===== src/rtl/mem_access_unit.sv =====
// Memory-stage load/store engine: one request at a time, word/byte lanes,
// optional indirect (pointer-then-data) access, misaligned words flagged.
module mem_access_unit #(
    parameter int DATA_W = 16,
    localparam int LANES = DATA_W / 8,
    parameter bit INDIRECT_EN = 1'b1
) (
    input  logic              clk,
    input  logic              rst_n,
    input  logic              req_valid,
    output logic              req_ready,
    input  logic              req_write,
    input  logic              req_byte,
    input  logic              req_signed,
    input  logic              req_indirect,
    input  logic [DATA_W-1:0] req_addr,
    input  logic [DATA_W-1:0] req_wdata,
    output logic              rsp_valid,
    output logic [DATA_W-1:0] rsp_rdata,
    output logic              rsp_err,
    output logic              mem_read,
    output logic              mem_write,
    output logic [DATA_W-1:0] mem_addr,
    output logic [DATA_W-1:0] mem_wdata,
    output logic [LANES-1:0]  mem_byte_enable,
    input  logic [DATA_W-1:0] mem_rdata,
    input  logic              mem_resp
);
    localparam int LW = $clog2(LANES);

    typedef enum logic [1:0] {IDLE, PTR, DATA, RESP} state_t;
    state_t state, state_nx;

    logic              wr_q, byte_q, sgn_q, ind_q, err_q;
    logic [DATA_W-1:0] addr_q, wdata_q, ptr_q, rdata_q;
    logic [DATA_W-1:0] eff_addr, load_val;
    logic [LW-1:0]     lane;
    logic [7:0]        rd_byte;
    logic              ind_req, acc_misalign, ptr_misalign;

    assign ind_req      = req_indirect & INDIRECT_EN;
    // Pointer words must be aligned, so any indirect request with lane bits set fails at accept.
    assign acc_misalign = (req_addr[LW-1:0] != '0) && (ind_req || !req_byte);
    assign ptr_misalign = !byte_q && (mem_rdata[LW-1:0] != '0);
    assign eff_addr     = ind_q ? ptr_q : addr_q;
    assign lane         = eff_addr[LW-1:0];

    always_comb begin
        rd_byte = '0;
        for (int unsigned i = 0; i < LANES; i++) begin
            if (lane == i[LW-1:0]) rd_byte = mem_rdata[8*i +: 8];
        end
        load_val = byte_q ? {{(DATA_W-8){sgn_q & rd_byte[7]}}, rd_byte} : mem_rdata;
    end

    always_ff @(posedge clk or negedge rst_n) begin
        if (!rst_n) begin
            state   <= IDLE;
            wr_q    <= 1'b0;
            byte_q  <= 1'b0;
            sgn_q   <= 1'b0;
            ind_q   <= 1'b0;
            err_q   <= 1'b0;
            addr_q  <= '0;
            wdata_q <= '0;
            ptr_q   <= '0;
            rdata_q <= '0;
        end else begin
            state <= state_nx;
            case (state)
                IDLE: if (req_valid) begin
                    wr_q    <= req_write;
                    byte_q  <= req_byte;
                    sgn_q   <= req_signed;
                    ind_q   <= ind_req;
                    addr_q  <= req_addr;
                    wdata_q <= req_wdata;
                    err_q   <= acc_misalign;
                    rdata_q <= '0;
                end
                PTR: if (mem_resp) begin
                    ptr_q <= mem_rdata;
                    err_q <= ptr_misalign;
                end
                DATA: if (mem_resp) rdata_q <= wr_q ? '0 : load_val;
                default: ;
            endcase
        end
    end

    always_comb begin
        state_nx        = state;
        req_ready       = 1'b0;
        rsp_valid       = 1'b0;
        rsp_err         = 1'b0;
        rsp_rdata       = '0;
        mem_read        = 1'b0;
        mem_write       = 1'b0;
        mem_addr        = '0;
        mem_wdata       = '0;
        mem_byte_enable = '0;
        case (state)
            IDLE: begin
                req_ready = 1'b1;
                if (req_valid) state_nx = acc_misalign ? RESP : (ind_req ? PTR : DATA);
            end
            PTR: begin
                mem_read        = 1'b1;
                mem_addr        = addr_q;
                mem_byte_enable = '1;
                if (mem_resp) state_nx = ptr_misalign ? RESP : DATA;
            end
            DATA: begin
                mem_addr = eff_addr;
                if (wr_q) begin
                    mem_write = 1'b1;
                    if (byte_q) begin
                        mem_byte_enable = {{(LANES-1){1'b0}}, 1'b1} << lane;
                        mem_wdata       = {LANES{wdata_q[7:0]}};
                    end else begin
                        mem_byte_enable = '1;
                        mem_wdata       = wdata_q;
                    end
                end else begin
                    mem_read        = 1'b1;
                    mem_byte_enable = '1;
                end
                if (mem_resp) state_nx = RESP;
            end
            RESP: begin
                rsp_valid = 1'b1;
                rsp_err   = err_q;
                rsp_rdata = rdata_q;
                state_nx  = IDLE;
            end
            default: state_nx = IDLE;
        endcase
    end
endmodule

===== config.mk =====
export PLATFORM = sky130hd
export DESIGN_NAME = mem_access_unit
export DESIGN_NICKNAME = d
export VERILOG_FILES = /design/src/rtl/mem_access_unit.sv
export SDC_FILE = /design/constraint.sdc
export NUM_CORES = 1
export LEC_CHECK = 0
export CORE_MARGIN = 3
export CORE_UTILIZATION = 47
export DETAILED_ROUTE_END_ITERATION = 6
export HOLD_SLACK_MARGIN = 0.05
export PLACE_DENSITY = 0.79
export SLEW_MARGIN = 10
export SYNTH_ARGS = -nofsm -noshare
export SYNTH_HDL_FRONTEND = slang
export SYNTH_SLANG_ARGS = --single-unit
export TNS_END_PERCENT = 20

===== constraint.sdc =====
create_clock -name clk -period 1.95 [get_ports clk]
set_input_delay 0.39 -clock clk [delete_from_list [all_inputs] [get_ports clk]]
set_output_delay 0.39 -clock clk [all_outputs]
set_load 0.01 [all_outputs]

==> out/results.tsv <==
stage	metric	value	unit
timing	final.setup_skew	0.0125	ns
worst_setup_path	critPathRequiredTime	1.56	ns
placed_design	pre_cts_ws	-0.225	ns
yosys	synthFlopType	dfrtp_1	
placed_design	gp_congestion	0.867	
clocking	hold_buffers	0	
pwr	pwr-share-seq	30.0	%
yosys	ys_ff_latch	71	
clocking	clkTransAtPathRegs	0.09	ns
grt	grt_pass1_wl	15800	um
detailed_routing	antenna_left	0	
timing	final-max-slew-violation-count	0	
timing	worst-slew-pin-transition	0.510	ns
flow_run	cap_violations	0	
placed_design	dpl.hpwl	6670	um
yosys	ys.warnings.count	0	
detailed_routing	drt-total-wl	10400	um
grt	grt_max_degree	72	
floorplan	die_area	8860	sq um
pwr	p_leak	0.00250	uW
yosys	syn-num-nets	372	
detailed_routing	routedWlPerCell	19.0	um
detailed_routing	drt_iter0_drc	152	
worst_hold_path	hold_class	in -> async	
floorplan	die_h	94.1	um
detailed_routing	vias	3034	
floorplan	start_util	49.3	%
clocking	cts-root-buf	clkbuf_8	
finish	area_delta_synth_final	46.7	%
grt	antenna_found_initial	0	
yosys	syn_avg_cell_area	11.7	sq um
pwr	p_int	5870	uW
detailed_routing	via_per_inst	5.52	
grt	grt_pass1_vias	3141	
timing	min_period_over_period	107	%
pwr	power_density	1750	nW/um^2
timing	maxSlewHeadroom	65.8	%
outcome	failed_checks	setup timing	
floorplan	ios	111	
timing	fin_crit	2.09	ns
timing	rsz0062_at_grt	yes	
worst_setup_path	critPathLaunchType	flop	
worst_setup_path	cp-end-kind	primary output	
worst_setup_path	crit_fanout	8	
worst_setup_path	arrival	1.70	ns
pwr	vdd_ir_drop_max	0.864	mV
worst_setup_path	slowest_stage	dfrtp_2	
finish	fill_cells	535	
detailed_routing	drtPass1Iterations	5	
yosys	yosysUniqueCellTypes	32	
timing	setup_slack	-0.140	ns
finish	finish.utilization	72.3	%
outcome	status	finished with violations	
yosys	yosysSeqAreaShare	48.7	%
clocking	ctsHtreeMaxLevel	3	
clocking	clock_path_buffers	2	
placed_design	portBuffers	110	
pwr	pwr-share-comb	54.1	%
finish	n_antenna_cell	0	
clocking	clock_sinks	71	
floorplan	core	7410	sq um
yosys	synth_edf_count	0	
finish	nets	506	
timing	hold_viol	0	
worst_setup_path	path_class	reg -> out	
finish	layout-drive-gt1-share	43.2	%
clocking	cts_tree	built	
worst_setup_path	crit_chain	clkbuf_16 > mux2_4 > a22oi_2 > nor2b_2 > buf_2	
timing	setup-violations-final	20	
pwr	clockPowerShare	15.9	%
floorplan	rows	31	
grt	grt_util_all_layers	23.4	%
yosys	syn_area	3650	sq um
clocking	clk_latency	0.35	ns
yosys	async_flop_share	100	%
pwr	p_sw_share	37.3	%
detailed_routing	drc	0	
floorplan	die_w	94.1	um
timing	clock.fmax	479	MHz
pwr	p_switching	3490	uW
clocking	cts_made_buffers	9	
yosys	syn-instance-count	312	
worst_setup_path	cpPeakStageDelay	0.46	ns
grt	grt-ovfl-total	0	
==> final cells by class <==
class / count / area [sq um] / area share (%)
Clock buffer: 9 / 124 / 2.31
Clock inverter: 7 / 128 / 2.38
Inverter: 7 / 26.3 / 0.490
Multi-Input combinational cell: 215 / 1930 / 35.9
Sequential cell: 71 / 1780 / 33.2
Tap cell: 99 / 124 / 2.31
Timing Repair Buffer: 142 / 1250 / 23.4
==> repair_timing <==
item	in CTS	in global routing
setup buffers	2	4
resized for setup	157	87
setup endpoints to repair	55	54
gates cloned	1	0
pin swaps	2	10
==> cell usage after synthesis, drive strengths merged (8+ instances only) <==
cell type,instances,share of area (%)
dfrtp,71,49
mux2,67,21
nand2,18,2.1
nor2b,18,3.1
and2,17,2.9
mux2i,17,4.7
a22oi,16,3.3
o21ai,14,1.9
buf,12,1.7
nor2,11,1.1
a221o,8,2.2
and3,8,1.4
==> cells in the final DEF (no fill, tap or decap), drive strengths merged, types with 4 or more instances in the layout <==
| master | Yosys | final |
|---|---|---|
| dfrtp | 71 | 71 |
| mux2 | 67 | 67 |
| buf | 12 | 59 |
| clkdlybuf4s50 | 0 | 54 |
| clkbuf | 7 | 31 |
| nand2 | 18 | 18 |
| nor2b | 18 | 18 |
| and2 | 17 | 17 |
| mux2i | 17 | 17 |
| a22oi | 16 | 16 |
| o21ai | 14 | 14 |
| nor2 | 11 | 11 |
| inv | 7 | 10 |
| and3 | 8 | 8 |
| a221o | 8 | 8 |
| clkdlybuf4s15 | 0 | 6 |
| ha | 4 | 4 |
==> routing by layer <==
layer  vias up  routed length [um]  global-route usage (%)
met1      1528                4260                    29.9
met5         -                   0                       0
met2       104                5410                    39.6
met3        14                 593                    4.49
met4         0                 176                    8.42
li1       1388                   -                       -
==> power by group through the flow <==
stage	Combinational, uW	Clock, uW	Sequential, uW
2_1_floorplan	2760	0	2530
3_3_place_gp	4550	0	2690
3_5_place_dp	4640	0	2730
4_1_cts	4780	1490	2740
5_1_grt	5420	1550	2900
6_report	5060	1480	2810
==> critical path: cells and delay by family (launching register included) <==
| family | cells | cell delay [ns] |
|---|---|---|
| flops | 1 | 0.46 |
| buf+inv | 2 | 0.33 |
| mux | 1 | 0.30 |
| compound gates | 1 | 0.19 |
| simple gates | 1 | 0.08 |
==> flip-flops by register name (all words and copies together) (netlist names) <==
signal	count
addr_q	16
byte_q	1
err_q	1
ind_q	1
ptr_q	16
rdata_q	16
sgn_q	1
state	2
wdata_q	16
wr_q	1
==> metrics by stage <==
| stage | TNS, ns | total power, uW | cells | hold slack, ns | instance area [sq um] |
|---|---|---|---|---|---|
| 2_1_floorplan | 0 | 5290 | 312 | 0.0944 | 3650 |
| 3_3_place_gp | -3.02 | 7240 | 527 | 0.439 | 5060 |
| 3_5_place_dp | -5.45 | 7370 | 527 | 0.437 | 5060 |
| 4_1_cts | -4.22 | 9010 | 546 | 0.0634 | 5380 |
| 5_1_grt | -3.35 | 9870 | 550 | 0.0666 | 5360 |
| 6_report | -1.43 | 9350 | 550 | 0.0405 | 5360 |
==> worst paths after layout <==
check	startpoint	endpoint	slack, ns	cells past startpoint
setup reg to reg	state[0]	rdata_q[12]	0.09	8
max in group asynchronous	rst_n	ind_q	1.58	2
setup / recovery	ind_q	mem_addr[15]	-0.14	5
min in group clk	rdata_q[5]	rdata_q[5]	0.48	2
hold / removal	rst_n	rdata_q[5]	0.04	2
hold reg to reg	rdata_q[5]	rdata_q[5]	0.48	2
==> kinds of logic after synthesis <==
group	count (synthesis)	share of synthesized area, %
AO/OA/AOI/OAI	47	9.15
buffers and inverters	26	3.19
multiplexers	84	25.4
adder cells (fa/ha/maj)	4	1.37
flip-flops	71	48.7
AND/OR/NAND/NOR	80	12.2
Note: power is estimated with default switching activity, not from simulation.
